[config.mk]
export PLATFORM = sky130hd
export DESIGN_NAME = mux_scan_flat
export DESIGN_NICKNAME = d
export VERILOG_FILES = /design/src/rtl/mux_scan_if.sv /design/src/rtl/mux_scan.sv /design/src/flat_wrapper.sv
export SDC_FILE = /design/constraint.sdc
export NUM_CORES = 1
export LEC_CHECK = 0
export ABC_AREA = 1
export CAP_MARGIN = 10
export CELL_PAD_IN_SITES_DETAIL_PLACEMENT = 1
export CELL_PAD_IN_SITES_GLOBAL_PLACEMENT = 1
export CORE_MARGIN = 10
export CORE_UTILIZATION = 28
export DETAILED_ROUTE_END_ITERATION = 8
export PLACE_DENSITY = 0.87
export SYNTH_ARGS = -nofsm -noshare
export SYNTH_HDL_FRONTEND = slang
export SYNTH_SLANG_ARGS = --single-unit
[constraint.sdc]
create_clock -name clk -period 3.8 [get_ports clk]
set_input_delay 1.14 -clock clk [delete_from_list [all_inputs] [get_ports clk]]
set_output_delay 1.14 -clock clk [all_outputs]
set_load 0.05 [all_outputs]
[src/rtl/mux_scan_if.sv]
// -----------------------------------------------------------------------------
// mux_scan_if
//   Bundles the channel data, select control and status signals of mux_scan.
//   master : the side that supplies channel data and select control
//            (data sources / control logic, or a testbench).
//   slave  : the mux_scan block itself.
//
//   din        CH*W  channel i at din[i*W +: W]
//   mode       1     0 = manual, 1 = scan
//   hold       1     freeze scan stepping (scan mode only)
//   sel_in     SELW  channel to load
//   sel_load   1     load sel_in into the select register
//   sel        SELW  current select register
//   sel_onehot CH    one-hot decode of sel
//   dout       W     registered selected data
//   dout_ch    SELW  channel number that dout currently holds
//   dout_valid 1     dout holds a sampled value
//   wrap       1     one-cycle pulse when the scan steps CH-1 -> 0
//   sel_err    1     one-cycle pulse on a load with sel_in >= CH
// -----------------------------------------------------------------------------
interface mux_scan_if #(
  parameter int CH   = 4,
  parameter int W    = 8,
  parameter int SELW = 2
);
  logic [CH*W-1:0] din;
  logic            mode;
  logic            hold;
  logic [SELW-1:0] sel_in;
  logic            sel_load;

  logic [SELW-1:0] sel;
  logic [CH-1:0]   sel_onehot;
  logic [W-1:0]    dout;
  logic [SELW-1:0] dout_ch;
  logic            dout_valid;
  logic            wrap;
  logic            sel_err;

  modport master (
    output din, mode, hold, sel_in, sel_load,
    input  sel, sel_onehot, dout, dout_ch, dout_valid, wrap, sel_err
  );

  modport slave (
    input  din, mode, hold, sel_in, sel_load,
    output sel, sel_onehot, dout, dout_ch, dout_valid, wrap, sel_err
  );
endinterface

[src/rtl/mux_scan.sv]
// -----------------------------------------------------------------------------
// mux_scan
//   CH-channel, W-bit registered multiplexer with a select sequencer.
//   The select register is either loaded manually (sel_load/sel_in) or, in
//   scan mode, stepped through the channels every DWELL cycles. A three-state
//   FSM (MAN / SCAN / HOLD) controls stepping; the dwell counter clears on
//   every state change and on every accepted load, so a freshly entered or
//   freshly loaded channel always gets a full dwell period.
//
//   Ports
//     clk   rising-edge clock
//     rst_n asynchronous active-low reset
//     bus   mux_scan_if.slave (data in, select control, status out)
//
//   Parameters
//     CH    number of channels (2..16)
//     W     data width per channel (1..32)
//     SELW  select width, CH <= 2**SELW; must match the interface instance
//     DWELL cycles spent on each channel in scan mode (>= 1)
// -----------------------------------------------------------------------------
module mux_scan #(
  parameter int CH    = 4,
  parameter int W     = 8,
  parameter int SELW  = 2,
  parameter int DWELL = 4
) (
  input  logic       clk,
  input  logic       rst_n,
  mux_scan_if.slave  bus
);

  typedef enum logic [1:0] {
    MAN  = 2'd0,
    SCAN = 2'd1,
    HOLD = 2'd2
  } state_t;

  localparam int              CNTW     = (DWELL > 1) ? $clog2(DWELL) : 1;
  localparam logic [CNTW-1:0] CNT_LAST = CNTW'(DWELL - 1);
  localparam logic [SELW-1:0] SEL_LAST = SELW'(CH - 1);
  // One extra bit so the limit is representable even when CH == 2**SELW.
  localparam logic [SELW:0]   CH_LIM   = (SELW + 1)'(CH);

  state_t          state, state_nxt;
  logic [CNTW-1:0] cnt;
  logic [SELW-1:0] sel_q;
  logic [W-1:0]    dout_q;
  logic [SELW-1:0] dout_ch_q;
  logic            dout_valid_q;
  logic            wrap_q;
  logic            sel_err_q;

  logic            load_ok;
  logic            state_chg;
  logic            advance;
  logic [W-1:0]    mux_data;
  logic [CH-1:0]   onehot;

  // ---------------------------------------------------------------------------
  // FSM state register
  // ---------------------------------------------------------------------------
  // NOTE: sequential state uses non-blocking (<=) so every register samples
  // values from before the edge, independent of statement order.
  always_ff @(posedge clk or negedge rst_n) begin
    if (!rst_n) state <= MAN;
    else        state <= state_nxt;
  end

  // ---------------------------------------------------------------------------
  // Next-state and step control
  // ---------------------------------------------------------------------------
  // NOTE: every output of this block gets a default first, so no path leaves
  // a signal unassigned and no latch is inferred.
  always_comb begin
    state_nxt = state;
    load_ok   = 1'b0;
    state_chg = 1'b0;
    advance   = 1'b0;

    unique case (state)
      MAN:     if (bus.mode) state_nxt = bus.hold ? HOLD : SCAN;
      SCAN:    if (!bus.mode)     state_nxt = MAN;
               else if (bus.hold) state_nxt = HOLD;
      HOLD:    if (!bus.mode)     state_nxt = MAN;
               else if (!bus.hold) state_nxt = SCAN;
      default: state_nxt = MAN;
    endcase

    load_ok   = bus.sel_load && ({1'b0, bus.sel_in} < CH_LIM);
    state_chg = (state_nxt != state);
    // A step only happens while staying in SCAN; an accepted load wins.
    advance   = (state == SCAN) && !state_chg && !load_ok && (cnt == CNT_LAST);
  end

  // ---------------------------------------------------------------------------
  // Dwell counter and select register
  // ---------------------------------------------------------------------------
  always_ff @(posedge clk or negedge rst_n) begin
    if (!rst_n) begin
      cnt       <= '0;
      sel_q     <= '0;
      wrap_q    <= 1'b0;
      sel_err_q <= 1'b0;
    end else begin
      if (state_chg || load_ok)  cnt <= '0;
      else if (state == SCAN)    cnt <= (cnt == CNT_LAST) ? '0 : cnt + 1'b1;

      if (load_ok)       sel_q <= bus.sel_in;
      else if (advance)  sel_q <= (sel_q == SEL_LAST) ? '0 : sel_q + 1'b1;

      wrap_q    <= advance && (sel_q == SEL_LAST);
      sel_err_q <= bus.sel_load && !load_ok;
    end
  end

  // ---------------------------------------------------------------------------
  // Channel selection and one-hot decode (loops avoid out-of-range indexing
  // when CH < 2**SELW)
  // ---------------------------------------------------------------------------
  always_comb begin
    mux_data = '0;
    onehot   = '0;
    for (int i = 0; i < CH; i++) begin
      if (sel_q == SELW'(i)) begin
        mux_data  = bus.din[i*W +: W];
        onehot[i] = 1'b1;
      end
    end
  end

  // ---------------------------------------------------------------------------
  // Output datapath: one cycle behind the select register
  // ---------------------------------------------------------------------------
  always_ff @(posedge clk or negedge rst_n) begin
    if (!rst_n) begin
      dout_q       <= '0;
      dout_ch_q    <= '0;
      dout_valid_q <= 1'b0;
    end else begin
      dout_q       <= mux_data;
      dout_ch_q    <= sel_q;
      dout_valid_q <= 1'b1;
    end
  end

  assign bus.sel        = sel_q;
  assign bus.sel_onehot = onehot;
  assign bus.dout       = dout_q;
  assign bus.dout_ch    = dout_ch_q;
  assign bus.dout_valid = dout_valid_q;
  assign bus.wrap       = wrap_q;
  assign bus.sel_err    = sel_err_q;

endmodule

[src/flat_wrapper.sv]
// flat-port wrapper written by rule: the top's interface ports become plain ports
module mux_scan_flat 
#(
  parameter int CH    = 4,
  parameter int W     = 8,
  parameter int SELW  = 2,
  parameter int DWELL = 4
)
  (clk, rst_n, bus_din, bus_mode, bus_hold, bus_sel_in, bus_sel_load, bus_sel, bus_sel_onehot, bus_dout, bus_dout_ch, bus_dout_valid, bus_wrap, bus_sel_err);
  mux_scan_if #(.CH(CH), .W(W), .SELW(SELW)) bus_i ();
  input  logic clk;
  input  logic rst_n;
  input wire logic [$bits(bus_i.din)-1:0] bus_din;
  input wire logic [$bits(bus_i.mode)-1:0] bus_mode;
  input wire logic [$bits(bus_i.hold)-1:0] bus_hold;
  input wire logic [$bits(bus_i.sel_in)-1:0] bus_sel_in;
  input wire logic [$bits(bus_i.sel_load)-1:0] bus_sel_load;
  output wire logic [$bits(bus_i.sel)-1:0] bus_sel;
  output wire logic [$bits(bus_i.sel_onehot)-1:0] bus_sel_onehot;
  output wire logic [$bits(bus_i.dout)-1:0] bus_dout;
  output wire logic [$bits(bus_i.dout_ch)-1:0] bus_dout_ch;
  output wire logic [$bits(bus_i.dout_valid)-1:0] bus_dout_valid;
  output wire logic [$bits(bus_i.wrap)-1:0] bus_wrap;
  output wire logic [$bits(bus_i.sel_err)-1:0] bus_sel_err;
  assign bus_i.din = bus_din;
  assign bus_i.mode = bus_mode;
  assign bus_i.hold = bus_hold;
  assign bus_i.sel_in = bus_sel_in;
  assign bus_i.sel_load = bus_sel_load;
  assign bus_sel = bus_i.sel;
  assign bus_sel_onehot = bus_i.sel_onehot;
  assign bus_dout = bus_i.dout;
  assign bus_dout_ch = bus_i.dout_ch;
  assign bus_dout_valid = bus_i.dout_valid;
  assign bus_wrap = bus_i.wrap;
  assign bus_sel_err = bus_i.sel_err;
  mux_scan #(.CH(CH), .W(W), .SELW(SELW), .DWELL(DWELL)) u_core (.clk(clk), .rst_n(rst_n), .bus(bus_i));
endmodule
==> results of run 1 <==
-- cell usage after synthesis (2+ instances only) --
| library cell | number |
|---|---|
| nand2_1 | 39 |
| dfrtp_1 | 18 |
| a21oi_1 | 17 |
| nor2_1 | 13 |
| o21ai_1 | 6 |
| ha_1 | 5 |
| inv_1 | 5 |
| nand3_1 | 5 |
| inv_2 | 4 |
| nand2_2 | 4 |
| nand4_1 | 3 |
| a21oi_2 | 2 |
| buf_6 | 2 |
| conb_1 | 2 |
| o21ai_2 | 2 |
-- flip-flops by register name, summed over array words and instances, names as in the netlist --
name,count
u_core.bus.sel,2
u_core.cnt,2
u_core.state,2
u_core.bus.dout_ch,2
u_core.bus.dout,8
u_core.bus.dout_valid,1
u_core.bus.wrap,1
-- cells by family after synthesis --
logic type	after synthesis	synth area share, %
compound gates	29	16.0
fa+ha+maj	5	6.06
other cells	2	0.728
simple gates	64	25.6
buf+inv	14	8.00
flops	18	43.6
-- area by class of cell --
| type | instances | area [sq um] |
|---|---|---|
| Tap cell | 46 | 57.6 |
| Clock buffer | 4 | 55.1 |
| Fill cell | 415 | 1780 |
| Sequential cell | 18 | 450 |
| Inverter | 9 | 33.8 |
| Timing Repair Buffer | 57 | 568 |
| Multi-Input combinational cell | 100 | 499 |
-- power by group --
| part | internal, mW | total, mW | switching (mW) |
|---|---|---|---|
| logic | 0.135 | 0.379 | 0.244 |
| clock network | 0.0919 | 0.151 | 0.0589 |
| registers | 0.223 | 0.239 | 0.0153 |
| total | 0.451 | 0.768 | 0.318 |
-- worst max-delay path: stages, from the launching register on --
cell and delay (ns):
dfrtp_1 0.46, inv_1 0.11, ha_1 0.38, clkdlybuf4s50_1 0.89
-- path summary, 6_finish.rpt --
kind                                                     from                               to  slack [ns]  cells past startpoint
worst max-delay path            u_core.bus.sel[0]$_DFFE_PN0P_                bus_sel_onehot[2]        0.56                      3
worst min-delay path                u_core.state[1]$_DFF_PN0_        u_core.state[0]$_DFF_PN0_        0.50                      1
worst max register to register  u_core.bus.sel[0]$_DFFE_PN0P_     u_core.bus.dout[7]$_DFF_PN0_        2.33                      6
worst min register to register      u_core.state[1]$_DFF_PN0_        u_core.state[0]$_DFF_PN0_        0.50                      1
max in group asynchronous                               rst_n        u_core.cnt[0]$_DFFE_PN0P_        1.93                      1
min in group asynchronous                               rst_n  u_core.bus.dout_valid$_DFF_PN0_        1.36                      1
-- layer usage --
metal	vias up	part of all wire [%]
li1	535	-
met1	510	40
met2	38	51
met3	6	7.4
met4	0	1.7
met5	-	0
-- through the flow --
stage	total power, mW	util [%]
6_report	0.768	48.3
5_1_grt	0.813	48.3
4_1_cts	0.781	48.3
3_5_place_dp	0.625	46.7
3_3_place_gp	0.615	46.7
2_1_floorplan	0.480	-
==> flow_summary.json, run 1 <==
{
  "instances_no_fill": 234,
  "gp_congestion": 0.884,
  "cp_max_fo": 10,
  "grt_antenna_before_repair": 0,
  "drtIter0Drc": 47,
  "final.setup.worst_slack_ns": 0.561,
  "io_pins": 58,
  "area_growth_pct": 61.2,
  "power.leakage_nw": 0.735,
  "ys.flop_type": "dfrtp_1",
  "drive_gt1_share_pct": 9.04,
  "synth_top_cells_by_area": "dfrtp_1 44%, nand2_1 14%, a21oi_1 8.2%",
  "cts_buffers": 3,
  "ctsResizeCount": 0,
  "cts_root_buf": "clkbuf_8",
  "outcome": "finished clean",
  "max_slew.worst_pin.slew_ns": 0.817,
  "core-area_sq_um": 3440,
  "nets": 233,
  "drc": 0,
  "holdCritPathClass": "reg -> reg",
  "pre_cts_ws_ns": 0.828,
  "yosysUniqueCellTypes": 20,
  "hold_violations": 0,
  "grt_use_met3_pct": 4.79,
  "viasPerCell": 4.65,
  "cts-htree-levels": 1,
  "ant_nets": 0,
  "cp.arrival_ns": 2.10,
  "start_util_pct": 30.0,
  "grt_pass1_wl_um": 6150,
  "rsz0062_at_grt": "false",
  "first_pass_iters": 4,
  "grt_max_degree": 19,
  "end_kind": "output port",
  "async_flop_share_pct": 100,
  "synth-edff-count": 0,
  "met1_usage_pct": 12.7,
  "synth-seq-cells": 18,
  "post_cts_buffers": 0,
  "port_buffers": 56,
  "yosysTopAreaCell": "dfrtp_1",
  "place_area_sq_um": 1610,
  "timing.hold.ws_ns": 0.504,
  "max_freq_ghz": 0.309,
  "wl_um": 3890,
  "syn_inst": 132,
  "clock_skew_ns": 0.000904,
  "timing.slew.headroom_pct": 45.3,
  "setup_viol": 0,
  "peakVddDrop_mv": 0.264,
  "grt_pass1_vias": 1136,
  "drv_slew": 0,
  "synth_top_area_share_pct": 43.6,
  "final_area_sq_um": 1660,
  "cts_tree": "built",
  "dp_hpwl_um": 3330,
  "rows": 21,
  "final_cell_mix": "56 x clkdlybuf4s50_1, 39 x nand2_1, 18 x dfrtp_1, 17 x a21oi_1, 13 x nor2_1",
  "die_h_um": 80.7,
  "die_w_um": 80.7,
  "path_clk_slew_ns": 0.06,
  "synth_area_sq_um": 1030,
  "yosysSeqAreaShare_pct": 43.6,
  "grt_use_total_pct": 12.1,
  "period_share_pct": 85.2,
  "max_cap_viol_count": 0,
  "cts_hold_buffers": 0,
  "tns_ns": 0,
  "critical_path_class": "reg -> out",
  "syn_avg_cell_area_sq_um": 7.82,
  "wl_per_cell_um": 16.6,
  "min_period_ns": 3.24,
  "fp.dieArea_sq_um": 6510,
  "clockBufferDepth": 2,
  "diodes": 0,
  "dp_cells": 230,
  "vias": 1089,
  "start_kind": "flip-flop",
  "final_common_cell": "clkdlybuf4s50_1",
  "clk-insertion-delay-late_ns": 0.25,
  "cp.required_ns": 2.66,
  "clkSinkCount": 18,
  "globalRouteMet2Util_pct": 22.2,
  "ys_warn_count": 0,
  "grt_busiest_layer": "met2",
  "power_density_nw_per_um2": 462,
  "grt-ovfl-total": 0,
  "syn_nets": 176
}
No activity file was read; power rests on OpenSTA's default activity.
==> run 2, diff against run 1 <==
- RECOVER_POWER: unset -> 25
==> run 2 against run 1 <==
Register-to-register slack worse by 0.07 ns. Die area stayed put. Final cell count stayed put. Critical endpoint unchanged.
==> flow_summary.json, run 2 (synthesis gave the netlist of run 1 again) <==
{
  "cts_buffers": 3,
  "clockBufferDepth": 2,
  "post_cts_buffers": 0,
  "drc": 0,
  "grt_use_total_pct": 12.1,
  "drtIter0Drc": 53,
  "ctsResizeCount": 0,
  "cp.required_ns": 2.66,
  "fp.dieArea_sq_um": 6510,
  "final_cell_mix": "54 x clkdlybuf4s50_1, 39 x nand2_1, 18 x dfrtp_1, 17 x a21oi_1, 13 x nor2_1",
  "gp_congestion": 0.884,
  "dr_wl_met3_um": 295,
  "peakVddDrop_mv": 0.264,
  "tns_ns": 0,
  "grt_antenna_before_repair": 0,
  "grt-ovfl-total": 0,
  "wl_um": 3900,
  "clock_skew_ns": 0.000904,
  "die_w_um": 80.7,
  "path_cells": "inv_1 -> ha_1 -> clkdlybuf4s50_1",
  "max_freq_ghz": 0.309,
  "cts_hold_buffers": 0,
  "clk-insertion-delay-late_ns": 0.25,
  "io_pins": 58,
  "path_clk_slew_ns": 0.06,
  "cts_tree": "built",
  "largest_reg_flops": 8,
  "viasPerCell": 4.65,
  "timing.slew.headroom_pct": 44.9,
  "nets": 233,
  "port_buffers": 56,
  "ant_nets": 0,
  "end_kind": "output port",
  "power_density_nw_per_um2": 461,
  "slowest_stage": "clkdlybuf4s50_1",
  "holdCritPathClass": "reg -> reg",
  "grt_max_degree": 19,
  "cpPeakStageDelay_ns": 0.89,
  "rsz0062_at_grt": "false",
  "wl_per_cell_um": 16.7,
  "cp.arrival_ns": 2.10,
  "highest_layer": "met4",
  "power.leakage_nw": 0.731,
  "diodes": 0,
  "grt_pass1_wl_um": 6150,
  "wl_met1_um": 1540,
  "final_common_cell": "clkdlybuf4s50_1",
  "rows": 21,
  "min_period_ns": 3.24,
  "vias": 1088,
  "core-area_sq_um": 3440,
  "grt_pass1_vias": 1136,
  "period_share_pct": 85.3,
  "critical_path_class": "reg -> out",
  "cts-htree-levels": 1,
  "area_growth_pct": 60.5,
  "max_cap_viol_count": 0,
  "hold_violations": 0,
  "fin_util_pct": 48.1,
  "die_h_um": 80.7,
  "dr_wl_met2_um": 1990,
  "cts_root_buf": "clkbuf_8",
  "drive_gt1_share_pct": 7.98,
  "clkSinkCount": 18,
  "outcome": "finished clean",
  "drv_slew": 0,
  "max_slew.worst_pin.slew_ns": 0.824,
  "cp_max_fo": 10,
  "start_util_pct": 30.0,
  "start_kind": "flip-flop",
  "setup_viol": 0,
  "first_pass_iters": 4,
  "dp_hpwl_um": 3330
}
==> run 2: worst paths after layout <==
path	to	cells after the start	slack, ns	start
max	bus_sel_onehot[2]	3	0.56	u_core.bus.sel[0]$_DFFE_PN0P_
min	u_core.state[0]$_DFF_PN0_	1	0.50	u_core.state[1]$_DFF_PN0_
max reg2reg	u_core.bus.dout[7]$_DFF_PN0_	6	2.26	u_core.bus.sel[0]$_DFFE_PN0P_
min reg2reg	u_core.state[0]$_DFF_PN0_	1	0.50	u_core.state[1]$_DFF_PN0_
max in group asynchronous	u_core.cnt[0]$_DFFE_PN0P_	1	1.86	rst_n
min in group asynchronous	u_core.bus.dout_valid$_DFF_PN0_	1	1.43	rst_n
==> run 2: worst max-delay path, delay by kind of cell, from the launching register on <==
family | cells | cell delay, ns
adder cells (fa/ha/maj) | 1 | 0.38
buffers and inverters | 2 | 1.00
flip-flops | 1 | 0.46
==> run 2: cell type report <==
cell class | count | area, sq um
inverter | 9 | 33.8
timing repair buffer | 57 | 568
sequential | 18 | 450
clock buffer | 4 | 55.1
fill | 417 | 1790
tap | 46 | 57.6
multi-input combinational | 100 | 492
==> run 2: metrics by stage <==
step                      worst slack [ns]  instance area, sq um  hold slack [ns]  power (mW)  instances
after floorplan                       1.29                  1030            0.460       0.480        132
after global placement               0.922                  1610            0.465       0.615        230
after detailed placement             0.828                  1610            0.488       0.625        230
after CTS                            0.552                  1660            0.505       0.781        234
after global routing                 0.467                  1660            0.534       0.807        234
final                                0.560                  1660            0.504       0.764        234
==> run 2: where the power goes <==
part           switching [mW]  internal (mW)
clock network          0.0590         0.0919
logic                   0.241          0.133
registers              0.0153          0.223
total                   0.316          0.448
==> run 2: metal layers <==
layer / up-vias / GRT usage (%)
li1: 533 / -
met2: 42 / 22.2
met1: 507 / 12.7
met5: - / 0
met4: 0 / 2.60
met3: 6 / 4.79
==> run 3, diff against run 2 <==
- CORE_MARGIN: 10 -> 4
==> run 3 against run 2 <==
Die area is 28% lower. Clock skew is essentially flat. Combinational power shrank 1%. First-iteration DRC count is 13% higher. Critical path depth is the same. Sequential share of layout area did not move. Flip-flop and latch count unchanged. Largest power group unchanged.
==> flow_summary.json, run 3 (synthesis gave the netlist of run 1 again) <==
{
  "path_clk_slew_ns": 0.07,
  "nets": 233,
  "dp_hpwl_um": 2890,
  "wl_per_cell_um": 15.1,
  "max_cap_viol_count": 0,
  "hp-start": "u_core.state[1]$_DFF_PN0_",
  "port_buffers": 56,
  "grt_max_degree": 19,
  "viasPerCell": 4.62,
  "fin_util_pct": 48.1,
  "cp_max_fo": 10,
  "slowest_stage": "clkdlybuf4s50_1",
  "die_w_um": 68.7,
  "timing.rr.end": "u_core.bus.dout[1]$_DFF_PN0_",
  "cpPeakStageDelay_ns": 0.89,
  "path_cells": "inv_1 -> ha_1 -> clkdlybuf4s50_1",
  "hold_violations": 0,
  "grt-ovfl-total": 0,
  "ctsResizeCount": 0,
  "power.leakage_nw": 0.731,
  "final_common_cell": "clkdlybuf4s50_1",
  "clockBufferDepth": 2,
  "cts_buffers": 3,
  "end_kind": "output port",
  "r2r_cells": 6,
  "power_density_nw_per_um2": 462,
  "startpoint": "u_core.bus.sel[0]$_DFFE_PN0P_",
  "area_growth_pct": 60.5,
  "drive_gt1_share_pct": 7.98,
  "drv_slew": 0,
  "crit_buf_inv": 2,
  "rrSetupSlack_ns": 2.28,
  "tns_ns": 0,
  "clk-insertion-delay-late_ns": 0.25,
  "cts-htree-levels": 1,
  "die_h_um": 68.7,
  "largest_reg_flops": 8,
  "holdCritPathClass": "reg -> reg",
  "drtIter0Drc": 60,
  "timing.slew.headroom_pct": 43.4,
  "fp.dieArea_sq_um": 4720,
  "cts_hold_buffers": 0,
  "diodes": 0,
  "cts_tree": "built",
  "wl_um": 3530,
  "max_slew.worst_pin.slew_ns": 0.846,
  "rows": 21,
  "grt_antenna_before_repair": 0,
  "period_share_pct": 84.7,
  "start_util_pct": 30.0,
  "drc": 0,
  "grt_pass1_vias": 1183,
  "first_pass_iters": 4,
  "grt_pass1_wl_um": 5550,
  "max_freq_ghz": 0.311,
  "gp_congestion": 0.799,
  "setup_viol": 0,
  "clkSinkCount": 18,
  "vias": 1082,
  "cp.depth": 3,
  "core-area_sq_um": 3440,
  "cp.required_ns": 2.66,
  "crit_family": "buffers and inverters",
  "outcome": "finished clean",
  "clock_skew_ns": 0.00113,
  "crit-reg2reg-launch": "u_core.bus.sel[0]$_DFFE_PN0P_",
  "post_cts_buffers": 0,
  "io_pins": 58,
  "critical_path_class": "reg -> out",
  "crit_end": "bus_sel_onehot[2]",
  "peakVddDrop_mv": 0.232,
  "grt_use_total_pct": 16.0,
  "cp.arrival_ns": 2.08,
  "timing.hold.ws_ns": 0.498,
  "ant_nets": 0,
  "rsz0062_at_grt": "false",
  "start_kind": "flip-flop",
  "cts_root_buf": "clkbuf_8",
  "final_cell_mix": "54 x clkdlybuf4s50_1, 39 x nand2_1, 18 x dfrtp_1, 17 x a21oi_1, 13 x nor2_1",
  "min_period_ns": 3.22
}
-- run 3: cell counts in the layout (fill, tap and decap cells not counted) --
Identical to the previous run, type by type.
-- run 3: stage by stage --
stage	power [mW]	setup WS, ns	std cells	cell area (sq um)
floorplan	0.480	1.29	132	1030
global placement	0.611	0.923	230	1610
detailed placement	0.620	0.854	230	1610
CTS	0.777	0.572	234	1660
global route	0.808	0.504	234	1660
finish	0.765	0.583	234	1660
-- run 3: how the worst min path moves through the flow --
stage	slack (ns)	cells past startpoint	endpoint
after floorplan	0.46	1	u_core.state[0]$_DFF_PN0_
after global placement	0.47	0	u_core.bus.dout_ch[1]$_DFF_PN0_
after detailed placement	0.49	1	u_core.state[1]$_DFF_PN0_
after CTS	0.50	1	u_core.state[0]$_DFF_PN0_
after global routing	0.52	1	u_core.state[1]$_DFF_PN0_
final	0.50	1	u_core.state[0]$_DFF_PN0_
-- run 3: cell type report --
class                      count  area, sq um
fill                         416         1790
timing repair buffer          57          568
multi-input combinational    100          492
sequential                    18          450
tap                           46         57.6
clock buffer                   4         55.1
inverter                       9         33.8
-- run 3: layer usage --
metal,up-vias,global-route usage [%],part of all wire [%]
met3,4,4.54,6.1
met2,32,31.0,53
li1,537,-,-
met1,509,17.3,40
met5,-,0,0
met4,0,2.43,0.88
-- run 3: power breakdown --
group,switching [mW],internal [mW]
logic,0.236,0.132
clock network,0.0652,0.0920
registers,0.0151,0.223
total,0.317,0.448
-- run 3: worst reg2reg max path, cell delays in order, from the launching register on --
cell and delay [ns]:
dfrtp_1 0.45, inv_1 0.11, ha_1 0.34, nand2_1 0.08, o21ai_0 0.27, nand2_2 0.08, a21oi_2 0.12
